[src/rtl/imem_dmem_arbiter.sv]
// Shares one single-port memory between the fetch (I) and load/store (D) requesters.
// Data port has priority. An anti-starvation counter and per-port response masking keep both ports served.
module imem_dmem_arbiter #(
  parameter int MEMSIZE    = 131072,
  parameter int STARVE_MAX = 4
) (
  input  logic        clk,
  input  logic        resetb,
  input  logic        i_valid,
  input  logic [31:0] i_addr,
  output logic        i_ready,
  output logic [31:0] i_rdata,
  input  logic        d_valid,
  input  logic [31:0] d_addr,
  input  logic [3:0]  d_wstrb,
  input  logic [31:0] d_wdata,
  output logic        d_ready,
  output logic [31:0] d_rdata,
  output logic        m_rready,
  output logic [29:0] m_raddr,
  output logic [29:0] m_waddr,
  output logic [31:0] m_wdata,
  output logic [3:0]  m_wstrb,
  input  logic [31:0] m_rdata,
  output logic        err,
  output logic [31:0] err_addr
);

  localparam int AW = $clog2(MEMSIZE);
  localparam int CW = $clog2(STARVE_MAX + 1);
  localparam logic [CW-1:0] CNT_MAX = CW'(STARVE_MAX);

  logic          pend_i, pend_d;
  logic          rd_i, rd_d;
  logic          flt_i, flt_d;
  logic [CW-1:0] starve_cnt;

  logic          elig_i, elig_d;
  logic          gnt_i, gnt_d;
  logic          gnt_wr, gnt_flt;
  logic [31:0]   gnt_addr;

  // Gating with resetb keeps the combinational memory strobes quiet while reset is held
  always_comb begin
    elig_i   = resetb & i_valid & ~pend_i;
    elig_d   = resetb & d_valid & ~pend_d;
    gnt_d    = elig_d & ~(elig_i & (starve_cnt == CNT_MAX));
    gnt_i    = elig_i & ~gnt_d;
    gnt_addr = gnt_d ? d_addr : (gnt_i ? i_addr : '0);
    gnt_flt  = |gnt_addr[31:AW];
    gnt_wr   = gnt_d & (|d_wstrb);
    m_rready = (gnt_i | (gnt_d & ~gnt_wr)) & ~gnt_flt;
    m_raddr  = gnt_addr[31:2];
    m_waddr  = gnt_addr[31:2];
    m_wstrb  = (gnt_wr & ~gnt_flt) ? d_wstrb : '0;
    m_wdata  = (gnt_wr & ~gnt_flt) ? d_wdata : '0;
  end

  always_ff @(posedge clk or negedge resetb) begin
    if (!resetb) begin
      pend_i     <= 1'b0;
      pend_d     <= 1'b0;
      rd_i       <= 1'b0;
      rd_d       <= 1'b0;
      flt_i      <= 1'b0;
      flt_d      <= 1'b0;
      err_addr   <= '0;
      starve_cnt <= '0;
    end else begin
      pend_i <= gnt_i;
      pend_d <= gnt_d;
      rd_i   <= gnt_i & ~gnt_flt;
      rd_d   <= gnt_d & ~gnt_wr & ~gnt_flt;
      flt_i  <= gnt_i & gnt_flt;
      flt_d  <= gnt_d & gnt_flt;
      if (gnt_flt)
        err_addr <= gnt_addr;
      if (gnt_i || !i_valid)
        starve_cnt <= '0;
      else if (gnt_d && elig_i && starve_cnt != CNT_MAX)
        starve_cnt <= starve_cnt + 1'b1;
    end
  end

  always_comb begin
    i_ready = pend_i;
    d_ready = pend_d;
    i_rdata = rd_i ? m_rdata : '0;
    d_rdata = rd_d ? m_rdata : '0;
    err     = (pend_i & flt_i) | (pend_d & flt_d);
  end

endmodule

[config.mk]
export PLATFORM = sky130hd
export DESIGN_NAME = imem_dmem_arbiter
export DESIGN_NICKNAME = d
export VERILOG_FILES = /design/src/rtl/imem_dmem_arbiter.sv
export SDC_FILE = /design/constraint.sdc
export NUM_CORES = 1
export LEC_CHECK = 0
export BUFFER_PORTS_ARGS = -buffer_cell sky130_fd_sc_hd__buf_4
export CORE_AREA = 4 4 125 127
export DETAILED_ROUTE_END_ITERATION = 10
export DIE_AREA = 0 0 129 131
export PLACE_DENSITY = 0.61
export SYNTH_ARGS = -nofsm -noshare
export SYNTH_HDL_FRONTEND = slang
export SYNTH_SLANG_ARGS = --single-unit
[constraint.sdc]
create_clock -name clk -period 2.3 [get_ports clk]
set_input_delay 0.23 -clock clk [delete_from_list [all_inputs] [get_ports clk]]
set_output_delay 0.23 -clock clk [all_outputs]
set_load 0.03 [all_outputs]
==> impl_results.md, run 1 <==
- Port Buffer Count: 331
- Reg2reg start: starve_cnt[1]$_DFFE_PN0P_
- Fin crit period: 2280 ps
- Core area: 14400 sq um
- Post-Syn Area per Cell: 9.02 sq um
- Synth Instances: 357
- Residual DRC count: 0
- Overflow after GRT: 0
- Comb pwr share: 0.399
- Leakage: 3.21 nW
- Worst hold path type: input port to register
- Worst slack, placed: 140 ps
- # rows: 44
- Initial core utilization: 0.223
- H-tree depth: 2
- Synth top area cells: dfrtp_1 32%, and2_1 20%, buf_4 14%, a22o_1 5.2%, mux2_4 4.2%
- Fin nets: 773
- VDD IR max: 0.402 mV
- Worst slew margin: 0.539
- Clock latency on the worst-skew pair: 280 ps
- Tot GR Track Use: 0.148
- 1st-iter DRT viols: 59
- Num CTS Buffers: 5
- Layout Skew: 4.27 ps
- CP arrival: 2050 ps
- Die H: 131 um
- P_sw: 0.958 mW
- Avg WL per Cell: 17.0 um
- CTS Buffer Depth: 2
- Clock power frac: 0.290
- Slew @ Worst Pin: 692 ps
- R2R depth: 9
- Largest area contributor in the netlist: dfrtp_1
- Drt pass-1 iters: 4
- Max-cap violations: 0
- Setup_tns: 0 ps
- Switching Share: 0.349
- Initial antenna violation count: 0
- Share of cells above drive strength 1: 0.622
- CP startpoint kind: register
- Cell Count, Final, Fillers Out: 819
- Crit share post-route: 0.991
- Syn nets: 495
- Register area share after synthesis: 0.319
- Final worst slack: 19.8 ps
- Most frequent cells in the layout: 329 x buf_4, 92 x and2_1, 41 x dfrtp_1
- Synthesized area: 3220 sq um
- Internal power: 1.79 mW
- Worst Setup EP: m_wdata[22]
- HPWL Detailed: 11600 um
- Clock sinks: 41
- Top Ports: 332
- Worst path required time: 2070 ps
- CTS clk-pin slew, worst paths: 60 ps
- Power Density: 472 nW/um^2
- CTS Root Cell: clkbuf_16
- CP Max Fanout: 8
- Yosys reg bits: 41
- Final Hold Vio Count: 0
- Vias per cell: 4.29
- Die X: 129 um
- Post-route ant nets: 0
- Slew Viols, Final: 0
- Reg power frac: 0.311
- Synth top area share: 0.319
- Synth Flop Type: dfrtp_1
- Reg-to-reg slack, setup: 360 ps
- Area grow syn2layout: 80.9%
- Die ar.: 16900 sq um
- RR Endpoint: err_addr[11]$_DFFE_PN0N_
- Vias in the first global route: 3627
- Critical Setup Path Class: register to output pin
- Yosys warning count: 0
- CTS tree: built
- DR vias: 3517
- Number of diodes: 0
- Hold path cells: 2
- Critical Path Sink Type: output pin
- Placed cells: 801
- Status: finished, final reports clean
- Distinct cell type count after synthesis: 40
- Final core occ: 0.404
- First-pass GRT wire length: 19500 um
- Asr flop ratio synth: 1.00
- Post-Route WL: 13900 um
- Crit path from: starve_cnt[1]$_DFFE_PN0P_
- Setup-failing EPs final: 0
- Pin count of the biggest net entering global routing: 33
- Final GP Congestion: 0.808
- Post-synth EDFFs: 0
- Highest clock rate: 0.439 GHz
- RSZ-0062 raised after global routing: yes
- Most common cell after layout, fill and taps aside: buf_4
## worst max-delay path, stage by stage, from the launching register on
cell,delay (ps)
dfrtp_1,370
inv_1,60
ha_2,170
nand4b_1,110
nand3_2,130
buf_6,160
nor3_4,210
buf_6,150
buf_6,120
and2_1,120
buf_4,150
## state kept, by name, indices dropped and copies added (netlist names)
name and cells:
starve_cnt 3, flt_i 1, i_ready 1, flt_d 1, rd_i 1, err_addr 32
rd_d 1, d_ready 1
## layer usage
layer | GRT usage | vias up | routed length, um
li1 | - | 1681 | -
met1 | 0.163 | 1621 | 4850
met2 | 0.281 | 207 | 7470
met3 | 0.0398 | 8 | 1480
met4 | 0.0358 | 0 | 139
met5 | 0 | - | 0
## synth_stat cells, types with 2 or more instances
library cell,instances
o21ai_0,13
clkbuf_1,10
nor4_1,7
mux2_2,6
nor2_1,2
inv_1,2
mux2_4,9
buf_6,5
nor3_1,3
dfrtp_1,41
nand2_1,27
nand3_1,2
a22oi_1,2
a21o_1,15
and2_1,102
buf_2,6
buf_4,60
ha_1,2
o21ai_1,4
a22o_1,19
## cells by family after synthesis
logic type | after synthesis | synth area share
buf+inv | 84 | 0.182
simple gates | 155 | 0.289
flops | 41 | 0.319
mux | 16 | 0.0660
fa+ha+maj | 2 | 0.00777
compound gates | 59 | 0.137
## metrics by stage
stage	cell area (sq um)	power, mW	hold slack (ps)
after global routing	5830	2.89	261
final	5830	2.75	260
after detailed placement	5460	1.97	65.1
after CTS	5720	2.79	233
after floorplan	3220	1.51	-65.6
after global placement	5460	1.96	62.0
## worst min-delay path by stage
stage	from	end	slack [ps]
after CTS	i_valid	starve_cnt[2]$_DFFE_PN0P_	230
after detailed placement	resetb	starve_cnt[0]$_DFFE_PN0P_	70
after floorplan	resetb	d_ready$_DFF_PN0_	-70
final	i_valid	starve_cnt[2]$_DFFE_PN0P_	260
after global routing	i_valid	starve_cnt[2]$_DFFE_PN0P_	260
after global placement	resetb	starve_cnt[0]$_DFFE_PN0P_	60
## final cells by class
type	instances	area (sq um)
clock buffers	5	125
flip-flops and latches	41	1030
fillers	1470	8600
repair buffers	352	2740
clock inverters	2	35.0
well taps	184	230
inverters	3	13.8
multi-input cells	232	1660
## power groups by stage
stage,Combinational (mW),Sequential (mW),Clock [mW]
finish,1.10,0.854,0.797
global route,1.17,0.866,0.858
CTS,1.11,0.855,0.823
detailed placement,1.10,0.867,0
global placement,1.09,0.863,0
floorplan,0.498,1.01,0
## repair_timing
action | 4_1_cts | 5_1_grt
endpoints found under the hold margin | 5 | 0
pin swaps | 2 | 3
resized for setup | 10 | 34
endpoints found under the setup margin | 71 | 64
cloned | 2 | 1
setup buffers | 4 | 3
hold buffers | 2 | 0
No activity file was read; power rests on OpenSTA's default activity.
==> run 2: changes to the inputs <==
--- a/config.mk
+++ b/config.mk
@@ -6,9 +6,9 @@
 export NUM_CORES = 1
 export LEC_CHECK = 0
 export BUFFER_PORTS_ARGS = -buffer_cell sky130_fd_sc_hd__buf_4
-export CORE_AREA = 4 4 125 127
+export CORE_AREA = 4 4 127 129
 export DETAILED_ROUTE_END_ITERATION = 10
-export DIE_AREA = 0 0 129 131
+export DIE_AREA = 0 0 131 133
 export PLACE_DENSITY = 0.61
 export SYNTH_ARGS = -nofsm -noshare
 export SYNTH_HDL_FRONTEND = slang
==> constraint.sdc (replaced) <==
create_clock -name clk -period 2 [get_ports clk]
set_input_delay 0.2 -clock clk [delete_from_list [all_inputs] [get_ports clk]]
set_output_delay 0.2 -clock clk [all_outputs]
set_load 0.03 [all_outputs]
==> run 2 against run 1 <==
  * The flow now finishes with violations (negative setup slack)
  * Sequential share of layout area fell by 2.8 points
  * Hold slack worse by 48 ps
  * Clock power is 22% higher
  * Largest power group unchanged
  * Clock-buffer cell count up 1
  * Largest cell class unchanged
  * Total power grew 26%
  * Non-clock buffer count up 36
==> impl_results.md, run 2 (same netlist as run 1, synthesis figures left out) <==
- Most frequent cells in the layout: 286 x buf_4, 86 x buf_6, 66 x and2_1
- Final GP Congestion: 0.833 (+3.1%)
- Die ar.: 17400 sq um (+3.1%)
- CP Max Fanout: 7 (-1)
- Drt pass-1 iters: 4 (unchanged)
- Initial core utilization: 0.214 (-0.00905)
- Worst path required time: 1800 ps (-270 ps)
- Num CTS Buffers: 5 (unchanged)
- Number of diodes: 0 (unchanged)
- VDD IR max: 0.328 mV (-18%)
- Die X: 131 um (+1.6%)
- Avg WL per Cell: 17.5 um (+3.0%)
- Slew @ Worst Pin: 693 ps (+1.36 ps)
- Critical Path Sink Type: output pin
- Post-Route WL: 15100 um (+8.1%)
- Power Density: 500 nW/um^2 (+6.0%)
- Initial antenna violation count: 0 (unchanged)
- 1st-iter DRT viols: 75 (+27%)
- Slowest CP cell: dfrtp_1
- Port Buffer Count: 331 (unchanged)
- Max-cap violations: 0 (unchanged)
- CP cell instances: inv_1 > ha_2 > nand4b_1 > nand3_4 > inv_6 > buf_12 > clkbuf_16 > a22o_4 > buf_6
- FILL cells: 1408 (-4.2%)
- # rows: 45 (+2.3%)
- Die H: 133 um (+1.5%)
- Fin nets: 809 (+4.7%)
- WHS: 212 ps (-48.3 ps)
- Area grow syn2layout: 115%
- Slew Viols, Final: 0 (unchanged)
- DR vias: 3774 (+7.3%)
- Critical Setup Path Class: register to output pin
- Buf/Inv on CP: 5 (unchanged)
- Worst slack, placed: -81.2 ps (-221 ps)
- Biggest regs: err_addr: 32 flops, starve_cnt: 3 flops
- Clock latency on the worst-skew pair: 290 ps (about the same)
- Vias per cell: 4.39 (+2.2%)
- CTS clk-pin slew, worst paths: 60 ps (about the same)
- Final worst slack: -224 ps (-243 ps)
- Total power: 3.46 mW (+26%)
- Max reg flops: 32 (unchanged)
- Share of cells above drive strength 1: 0.737 (+0.115)
- Crit-path leading delay family: buffers and inverters
- Residual DRC count: 0 (unchanged)
- Fin crit period: 2220 ps
- Overflow after GRT: 0 (unchanged)
- CTS tree: built
- Status: finished, violations left
- Highest clock rate: 0.450 GHz
- Worst slew margin: 0.538 (-0.000910)
- CTS Buffer Depth: 2 (unchanged)
- Worst hold path type: input port to register
- Slowest Stage Delay on Critical Path: 380 ps (about the same)
- Layout Skew: 2.85 ps (-1.42 ps)
- HPWL Detailed: 11500 um (-0.76%)
- Final Hold Vio Count: 0 (unchanged)
- Leakage: 3.68 nW (+15%)
- Most common cell after layout, fill and taps aside: buf_4
- RSZ-0062 raised after global routing: yes
- CP arrival: 2020 ps (-30 ps)
- Crit share post-route: 1.11
- CTS Root Cell: clkbuf_16
- Setup_tns: -15530 ps (-15530 ps)
- Top Ports: 332 (unchanged)
- First-pass GRT wire length: 19800 um (+1.9%)
- Post-route ant nets: 0 (unchanged)
- H-tree depth: 2 (unchanged)
- Pin count of the biggest net entering global routing: 33 (unchanged)
- Vias in the first global route: 3779 (+4.2%)
- Largest Register: err_addr
- Clock sinks: 41 (unchanged)
- Failing checks: negative setup slack
- Tot GR Track Use: 0.145 (-0.00269)
- CP startpoint kind: register
- Setup-failing EPs final: 107 (+107)
- Core area: 15000 sq um (+4.2%)
## run 2: cell count changes in the layout (fill, tap and decap cells not counted), moves of 8 or more
cell,change
buf_6,+67
buf_4,-43
and2_1,-26
and2_4,+26
a22o_1,-18
a22o_4,+18
o21ai_0,-8
o21ai_4,+8
## run 2: path summary, 6_finish.rpt
path / from / end / slack, ps / cells after the start
worst max-delay path: starve_cnt[0]$_DFFE_PN0P_ / m_raddr[0] / -220 / 9
worst min register to register: err_addr[29]$_DFFE_PN0N_ / err_addr[29]$_DFFE_PN0N_ / 480 / 1
worst max register to register: starve_cnt[0]$_DFFE_PN0P_ / err_addr[4]$_DFFE_PN0N_ / -70 / 10
min in group asynchronous: resetb / starve_cnt[1]$_DFFE_PN0P_ / 410 / 2
max in group asynchronous: resetb / d_ready$_DFF_PN0_ / 1160 / 3
worst min-delay path: i_valid / starve_cnt[2]$_DFFE_PN0P_ / 210 / 2
## run 2: area by class of cell
| type | count | area [sq um] | share of cell area |
|---|---|---|---|
| inverter | 3 | 16.3 | 0.00235 |
| clock buffer | 6 | 139 | 0.0201 |
| sequential | 41 | 1030 | 0.148 |
| timing repair buffer | 388 | 3430 | 0.495 |
| multi-input combinational | 232 | 2040 | 0.295 |
| tap | 188 | 235 | 0.0340 |
| clock inverter | 2 | 37.5 | 0.00542 |
## run 2: routing by layer
| layer | wire length, um | global-route usage |
|---|---|---|
| met1 | 5200 | 0.155 |
| met2 | 8150 | 0.282 |
| met3 | 1520 | 0.0331 |
| met4 | 204 | 0.0326 |
| met5 | 0 | 0 |
## run 2: what timing repair did
action                                  4_1_cts  5_1_grt
setup buffers                                13       12
hold endpoints to repair                      5        0
cloned                                        0        5
gates resized for setup                      49      155
endpoints found under the setup margin      112      128
pin swaps                                    11       68
hold buffers                                  2        0
## run 2: where the power goes
part,internal [mW],switching [mW],total [mW],leakage [nW]
logic,0.719,0.790,1.51,3.06
registers,0.923,0.0574,0.980,0.536
clock network,0.623,0.347,0.970,0.0831
total,2.27,1.19,3.46,3.68
## run 2: stage by stage
stage,area (sq um),util,cells
6_report,6920,0.460,860
5_1_grt,6920,0.460,860
4_1_cts,6110,0.407,845
3_5_place_dp,5610,0.373,822
3_3_place_gp,5610,0.373,822
2_1_floorplan,3220,-,357
